===== src/rtl/tag_data_array.sv =====
// One-hot addressed tag+data array with per-entry valid bits, registered reads
// with tag-compare hit, single-entry invalidate, flush sweep and wordline checking.
//
// state | meaning
// IDLE  | accepting accesses; flush request starts a sweep
// SWEEP | clearing one valid bit per cycle, accesses ignored
module tag_data_array #(
  parameter int DEPTH  = 16,
  parameter int TAG_W  = 4,
  parameter int DATA_W = 8
) (
  input  logic              clk,
  input  logic              reset,
  input  logic              we,
  input  logic              inv,
  input  logic              flush,
  input  logic [DEPTH-1:0]  wl,
  input  logic [TAG_W-1:0]  tag_in,
  input  logic [DATA_W-1:0] data_in,
  output logic [TAG_W-1:0]  tag_out,
  output logic [DATA_W-1:0] data_out,
  output logic              valid_out,
  output logic              hit,
  output logic              rd_valid,
  output logic              wl_err,
  output logic              busy
);

  localparam int IDX_W = $clog2(DEPTH);

  typedef enum logic {IDLE, SWEEP} state_t;

  state_t             state;
  logic [IDX_W-1:0]   flush_idx;
  logic [DEPTH-1:0]   valid;
  logic [TAG_W-1:0]   tag_mem  [DEPTH];
  logic [DATA_W-1:0]  data_mem [DEPTH];

  logic               wl_seen;
  logic               wl_multi;
  logic               wl_onehot;
  logic [IDX_W-1:0]   idx;
  logic               legal;
  logic               mem_wr;

  always_comb begin
    wl_seen  = 1'b0;
    wl_multi = 1'b0;
    idx      = '0;
    for (int i = 0; i < DEPTH; i++) begin
      if (wl[i]) begin
        if (wl_seen) wl_multi = 1'b1;
        wl_seen = 1'b1;
        idx     = idx | IDX_W'(i);
      end
    end
    wl_onehot = wl_seen & ~wl_multi;
  end

  // A flush request in IDLE takes precedence over any access in the same cycle.
  assign legal  = (state == IDLE) && !flush && wl_onehot;
  assign mem_wr = legal && we && !inv;

  // Array contents are deliberately not reset; only valid bits gate their use.
  always_ff @(posedge clk) begin
    if (mem_wr) begin
      tag_mem[idx]  <= tag_in;
      data_mem[idx] <= data_in;
    end
  end

  always_ff @(posedge clk or posedge reset) begin
    if (reset) begin
      state     <= IDLE;
      flush_idx <= '0;
      valid     <= '0;
      busy      <= 1'b0;
      tag_out   <= '0;
      data_out  <= '0;
      valid_out <= 1'b0;
      hit       <= 1'b0;
      rd_valid  <= 1'b0;
      wl_err    <= 1'b0;
    end else begin
      case (state)
        IDLE: begin
          if (flush) begin
            state     <= SWEEP;
            busy      <= 1'b1;
            flush_idx <= '0;
            rd_valid  <= 1'b0;
            wl_err    <= 1'b0;
            hit       <= 1'b0;
          end else if (wl_onehot) begin
            rd_valid <= 1'b1;
            wl_err   <= 1'b0;
            if (inv) begin
              valid[idx] <= 1'b0;
              tag_out    <= tag_mem[idx];
              data_out   <= data_mem[idx];
              valid_out  <= 1'b0;
              hit        <= 1'b0;
            end else if (we) begin
              valid[idx] <= 1'b1;
              tag_out    <= tag_in;
              data_out   <= data_in;
              valid_out  <= 1'b1;
              hit        <= 1'b1;
            end else begin
              tag_out   <= tag_mem[idx];
              data_out  <= data_mem[idx];
              valid_out <= valid[idx];
              hit       <= valid[idx] && (tag_mem[idx] == tag_in);
            end
          end else begin
            wl_err    <= 1'b1;
            rd_valid  <= 1'b0;
            hit       <= 1'b0;
            valid_out <= 1'b0;
          end
        end
        SWEEP: begin
          valid[flush_idx] <= 1'b0;
          rd_valid         <= 1'b0;
          wl_err           <= 1'b0;
          hit              <= 1'b0;
          if (flush_idx == IDX_W'(DEPTH - 1)) begin
            flush_idx <= '0;
            state     <= IDLE;
            busy      <= 1'b0;
          end else begin
            flush_idx <= flush_idx + 1'b1;
          end
        end
        default: begin
          state <= IDLE;
          busy  <= 1'b0;
        end
      endcase
    end
  end

endmodule


===== config.mk =====
export PLATFORM = sky130hd
export DESIGN_NAME = tag_data_array
export DESIGN_NICKNAME = d
export VERILOG_FILES = /design/src/rtl/tag_data_array.sv
export SDC_FILE = /design/constraint.sdc
export NUM_CORES = 1
export LEC_CHECK = 0
export ABC_AREA = 1
export ABC_CLOCK_PERIOD_IN_PS = 3500
export CAP_MARGIN = 0
export CORE_ASPECT_RATIO = 2
export CORE_UTILIZATION = 59
export CTS_BUF_LIST = sky130_fd_sc_hd__clkbuf_16
export CTS_CLUSTER_DIAMETER = 60
export DETAILED_ROUTE_END_ITERATION = 10
export PLACE_DENSITY = 0.79
export SLEW_MARGIN = 5
export SYNTH_ARGS = -nofsm -noshare
export SYNTH_HDL_FRONTEND = slang
export SYNTH_SLANG_ARGS = --single-unit
export TNS_END_PERCENT = 20

===== constraint.sdc =====
create_clock -name clk -period 3.5 [get_ports clk]
set_input_delay 0.7 -clock clk [delete_from_list [all_inputs] [get_ports clk]]
set_output_delay 0.7 -clock clk [all_outputs]
set_load 0.02 [all_outputs]

==> run_results.csv, run 1 <==
group,metric,value,unit
run_status,outcome,"finished, final reports clean",
sta,hold_violations,0,
route,drc,0,
synth,synth_top_area_share,55.6,%
synth,synth_cell_types,33,
sta,maxSlewHeadroom,17.5,%
synth,synthTopCellsByArea,"edfxtp_1, nand2_1, dfrtp_1, nor2_1, nand4_1",
power,combPwrFrac,10.5,%
sta,grt_setup_unrepaired,"false",
cells_and_area,fillers,1266,
critical_path,r2r-start,"state",
placement,routabilityCongestion,0.972,
clock_tree,cts_tree,"built",
power,p_per_area,473,nW/um^2
critical_path,cp-end-kind,"flop",
critical_path,worst_ep_arrival_time,3.53,ns
critical_path,startpoint,"wl[1]",
route,num_vias,8111,
global_routing,grt-ovfl-total,0,
route,wl_per_cell,20.8,um
cells_and_area,area_growth,16.8,%
sta,tightestPinTransition,1.23,ns
cells_and_area,final_common_cell,"nand2_1",
clock_tree,hold_buffers,0,
placement,dp.cells,1323,
cells_and_area,nets,1172,
placement,portBuffers,49,
synth,synth_nets,1079,
sta,finalCriticalPeriod,3.32,ns
power,power.switching,1.44,mW
route,route.met2.wl,14900,um
clock_tree,clkTransAtPathRegs,0.07,ns
cells_and_area,final_cell_mix,"nand2_1, edfxtp_1, nor2_1",
route,dr.pass1.iters,6,
floorplanning,dieWidth,95.7,um
power,p_leak,4.79,nW
route,wl_met1,9250,um
sta,fin_crit_sh,94.8,%
cells_and_area,final_area,12100,um^2
synth,yosysSeqAreaShare,64.8,%
route,ant_nets,0,
clock_tree,ctsResizeCount,0,
global_routing,grt_start_max_net_pins,47,
global_routing,first_global_vias,8314,
power,sw_frac_of_total,25.2,%
synth,syn_area,10400,um^2
sta,hold_ws,0.493,ns
critical_path,start_kind,"input pin",
sta,fmax,0.301,GHz
clock_tree,clk_path_buf_depth,3,
route,via_per_inst,5.97,
critical_path,path_max_fanout,17,
synth,yosysWarnings,0,
clock_tree,post_cts_buffers,0,
job,maxCapViolCount,0,
route,top_layer_used,"met4",
sta,skew,0.0179,ns
power,seq_power_share,53.5,%
clock_tree,cts.sinks,230,
hold_path,holdCritStartpoint,"data_out[2]",
cells_and_area,diodes,0,
placement,dp_hpwl,19900,um
cells_and_area,stdcell_count,1359,
power,p_int,4.28,mW
power,clkPwrFrac,36.0,%
floorplanning,initial_utilization,60.3,%
route,met3_length,2020,um
route,drtIter0Drc,704,
clock_tree,cts_root_buffer,"clkbuf_16",
floorplanning,die_h,189,um
floorplanning,pin_count,50,
synth,yosys.area.top_type,"edfxtp_1",
clock_tree,cts_buffers,20,
global_routing,antenna_found_initial,0,
placement,placed_area,11500,um^2
cells_and_area,drive_above_1_share,11.0,%
sta,finalMaxSlewViolations,0,
critical_path,required,3.71,ns
critical_path,crit_type,"in -> reg",
hold_path,hold_class,"reg -> reg",
synth,synthCells,1042,
power,ir_worst_vdd,0.000497,V
global_routing,track_usage,32.9,%
floorplanning,die_area,18100,um^2
floorplanning,rows,68,
clock_tree,cts_max_level,1,
synth,synth_seq_cells,230,
synth,synth_area_per_cell,9.95,um^2
sta,setup_viol,0,
floorplanning,core_area,17200,um^2
global_routing,grt_pass1_wl,43300,um
route,wl,28300,um
clock_tree,clock_latency,0.50,ns
logic make-up (layout without fill, tap and decap cells):
family	Yosys count	after routing	share of synthesized area (%)
AOI/OAI and AO/OA	95	95	5.27
xor gates and xnor gates	1	1	0.0845
adders and majority gates	4	4	0.483
buffers and inverters	101	208	4.06
DFF	230	230	64.8
muxes	1	1	0.0966
and+or+nand+nor	610	610	25.2
Yosys cell counts:
| cell type | instances |
|---|---|
| a22oi_1 | 18 |
| buf_4 | 1 |
| a21oi_1 | 14 |
| nor2_8 | 1 |
| nor3_1 | 5 |
| buf_1 | 6 |
| nor2_1 | 64 |
| nand3_1 | 36 |
| o32ai_1 | 1 |
| o21ai_0 | 32 |
| buf_2 | 17 |
| nand3_2 | 1 |
| inv_1 | 51 |
| clkbuf_1 | 13 |
| inv_2 | 11 |
| o22ai_1 | 17 |
| nand4_2 | 2 |
| dfrtp_1 | 38 |
| a31oi_1 | 1 |
| nand2_4 | 2 |
| nand4_1 | 38 |
| nor2_2 | 4 |
| xor2_1 | 1 |
| nor2_4 | 12 |
| edfxtp_1 | 192 |
| nand2_1 | 442 |
| nand2_2 | 2 |
| o21ai_1 | 12 |
| clkinv_1 | 1 |
| ha_1 | 4 |
| nand4_4 | 1 |
| mux2i_1 | 1 |
| buf_12 | 1 |
metal layers:
layer  vias to the layer above  track usage [%]
li1                       3704                -
met1                      3815             34.9
met2                       456             57.3
met3                       136             5.30
met4                         0             23.8
met5                         -                0
power by group through the flow:
stage          Sequential, mW  Combinational, mW  Clock, mW
2_1_floorplan            3.11              0.348          0
3_3_place_gp             3.12              0.571          0
3_5_place_dp             3.12              0.581          0
4_1_cts                  3.06              0.589       2.07
5_1_grt                  3.07              0.652       2.17
6_report                 3.06              0.599       2.06
critical path: stages:
cell and delay (ns):
clkdlybuf4s50_1 0.50, nor2_4 0.20, nand4_4 0.12, nor2_4 0.13, nand2_1 0.07, nand2_1 0.08, nand2_1 0.06, nor2_1 0.23
nand4_1 0.19, nor2_4 0.18, nand2_4 0.11, nor2_8 0.11, nand2_4 0.25, nor2_1 0.34, buf_4 0.24
per-stage QoR:
stage	setup slack, ns	utilization (%)	power (mW)	TNS, ns
finish	0.181	70.4	5.72	0
global placement	-0.238	66.9	3.69	-15.91
floorplan	0.610	-	3.45	0
global route	0.0665	70.4	5.89	0
detailed placement	-0.270	66.9	3.70	-25.33
CTS	0.257	70.4	5.72	0
final timing paths:
check	end	slack (ns)	cells past startpoint
setup / recovery	tag_mem[0][0]	0.18	15
hold / removal	data_out[2]	0.49	2
setup reg to reg	tag_mem[0][0]	1.08	6
hold reg to reg	data_out[2]	0.49	2
max in group asynchronous	data_out[3]	2.14	3
min in group asynchronous	flush_idx[3]	0.57	2
state kept, by name (all words and copies together), names as in the netlist, named ones only:
| signal | flops |
|---|---|
| tag_out | 4 |
| tag_mem | 64 |
| data_mem | 128 |
| valid_out | 1 |
| state | 1 |
| flush_idx | 4 |
| rd_valid | 1 |
| data_out | 8 |
| hit | 1 |
| busy | 1 |
| wl_err | 1 |
layout make-up:
class	count	area (um^2)	area share (%)
Timing Repair Buffer	109	1050	8.70
Multi-Input combinational cell	711	3230	26.7
Inverter	63	236	1.95
Tap cell	210	263	2.17
Clock buffer	21	526	4.34
Clock inverter	15	76.3	0.631
Sequential cell	230	6720	55.5
(Power assumes the default switching activity.)
==> inputs of run 2 (changes only) <==
--- a/config.mk
+++ b/config.mk
@@ -14,6 +14,7 @@
 export CTS_CLUSTER_DIAMETER = 60
 export DETAILED_ROUTE_END_ITERATION = 10
 export PLACE_DENSITY = 0.79
+export RECOVER_POWER = 25
 export SLEW_MARGIN = 5
 export SYNTH_ARGS = -nofsm -noshare
 export SYNTH_HDL_FRONTEND = slang
==> run_results.csv, run 2 (synthesis gave the netlist of run 1 again) <==
group,metric,value,unit
cells_and_area,final_cell_mix,"nand2_1, edfxtp_1, nor2_1",
sta,setup_viol,0,
cells_and_area,stdcell_count,1359,
placement,placed_area,11500,um^2
placement,dp.cells,1323,
route,num_vias,8160,
critical_path,path_max_fanout,17,
clock_tree,cts_tree,"built",
cells_and_area,diodes,0,
global_routing,grt-ovfl-total,0,
sta,fin_crit_sh,94.8,%
floorplanning,initial_utilization,60.3,%
power,p_per_area,473,nW/um^2
sta,skew,0.0180,ns
sta,grt_setup_unrepaired,"false",
cells_and_area,largest_register_ffs,128,
floorplanning,die_area,18100,um^2
route,drtIter0Drc,715,
critical_path,worst_ep_arrival_time,3.53,ns
clock_tree,cts.sinks,230,
cells_and_area,fillers,1266,
sta,layout_setup_ws,0.182,ns
global_routing,grt_pass1_wl,43300,um
critical_path,path_buf_inv,2,
run_status,outcome,"finished, final reports clean",
critical_path,slowest_delay,0.50,ns
floorplanning,core_area,17200,um^2
cells_and_area,drive_above_1_share,10.8,%
global_routing,first_global_vias,8314,
placement,dp_slack,-0.270,ns
route,wl,28400,um
critical_path,start_kind,"input pin",
clock_tree,cts_buffers,20,
sta,finalMaxSlewViolations,0,
sta,maxSlewHeadroom,17.6,%
floorplanning,die_h,189,um
cells_and_area,final_common_cell,"nand2_1",
clock_tree,clkTransAtPathRegs,0.07,ns
clock_tree,clock_latency,0.50,ns
clock_tree,cts_root_buffer,"clkbuf_16",
placement,routabilityCongestion,0.972,
cells_and_area,nets,1172,
cells_and_area,top_register,"data_mem",
floorplanning,dieWidth,95.7,um
critical_path,cp-end-kind,"flop",
sta,hold_violations,0,
clock_tree,cts_max_level,1,
global_routing,antenna_found_initial,0,
clock_tree,ctsResizeCount,0,
global_routing,track_usage,32.9,%
cells_and_area,final_area,12100,um^2
sta,tightestPinTransition,1.23,ns
cells_and_area,reg_top3,"data_mem: 128 flops, tag_mem: 64 flops, data_out: 8 flops",
sta,fmax,0.301,GHz
critical_path,critical-path-top-delay-family,"simple AND/OR/NAND/NOR gates",
cells_and_area,area_growth,16.7,%
critical_path,slowest_stage,"clkdlybuf4s50_1",
clock_tree,post_cts_buffers,0,
route,drc,0,
clock_tree,clk_path_buf_depth,3,
critical_path,rrSetupSlack,1.06,ns
floorplanning,rows,68,
placement,portBuffers,49,
route,via_per_inst,6.00,
global_routing,grt_start_max_net_pins,47,
sta,finalCriticalPeriod,3.32,ns
power,ir_worst_vdd,0.000499,V
clock_tree,hold_buffers,0,
route,wl_per_cell,20.9,um
critical_path,path_cells,"clkdlybuf4s50_1 > nor2_4 > nand4_4 > nor2_4 > nand2_1 > nand2_1 > nand2_1 > nor2_1 > nand4_1 > nor2_4 > nand2_4 > nor2_8 > nand2_4 > nor2_1 > buf_4",
power,p_leak,4.78,nW
route,dr.pass1.iters,5,
critical_path,crit_type,"in -> reg",
power,power,5.72,mW
hold_path,hold_class,"reg -> reg",
placement,dp_hpwl,19900,um
critical_path,required,3.71,ns
job,maxCapViolCount,0,
route,ant_nets,0,
floorplanning,pin_count,50,
sta,hold_ws,0.492,ns
-- run 2: cell count changes in the layout (fill, tap and decap cells not counted), sizes merged --
| cell | before | now |
|---|---|---|
| buf | 60 | 58 |
| dlygate4sd3 | 0 | 8 |
| clkbuf | 21 | 23 |
| clkdlybuf4s50 | 49 | 41 |
-- run 2: path summary, 6_finish.rpt --
path                              from            end  cells past startpoint
setup reg to reg                 state  tag_mem[0][2]                      6
hold reg to reg            data_out[2]    data_out[2]                      2
max in group asynchronous        reset    data_out[3]                      3
min in group asynchronous        reset   flush_idx[3]                      2
setup / recovery                 wl[1]  tag_mem[0][2]                     15
hold / removal             data_out[2]    data_out[2]                      2
-- run 2: per-stage QoR --
step           setup TNS, ns  util (%)
6_report                   0      70.4
5_1_grt                    0      70.4
4_1_cts                    0      70.4
3_5_place_dp          -25.33      66.9
3_3_place_gp          -15.91      66.9
2_1_floorplan              0         -
-- run 2: final cells by class --
cell class	count	area [um^2]	share of cell area, %
clock buffer	21	526	4.34
tap	210	263	2.17
multi-input combinational	711	3230	26.7
sequential	230	6720	55.5
timing repair buffer	109	1050	8.65
inverter	63	236	1.96
clock inverter	15	76.3	0.631
-- run 2: layer usage --
layer  global-route usage [%]  share of wire, %  wire length [um]  vias up
li1                         -                 -                 -     3704
met1                     34.9                33              9290     3831
met2                     57.3                53             15000      483
met3                     5.30               6.9              1970      142
met4                     23.8               7.6              2150        0
met5                        0                 0                 0        -
-- run 2: worst reg2reg max path, delay by kind of cell, from the launching register on --
family	cells	cell delay, ns
buffers and inverters	2	0.54
flip-flops	1	0.50
AND/OR/NAND/NOR	4	1.11
-- run 2: where the power goes --
group          switching, mW  internal (mW)  leakage [nW]
Sequential            0.0559           3.01          2.24
Clock                  0.971           1.09         0.301
Combinational          0.419          0.179          2.24
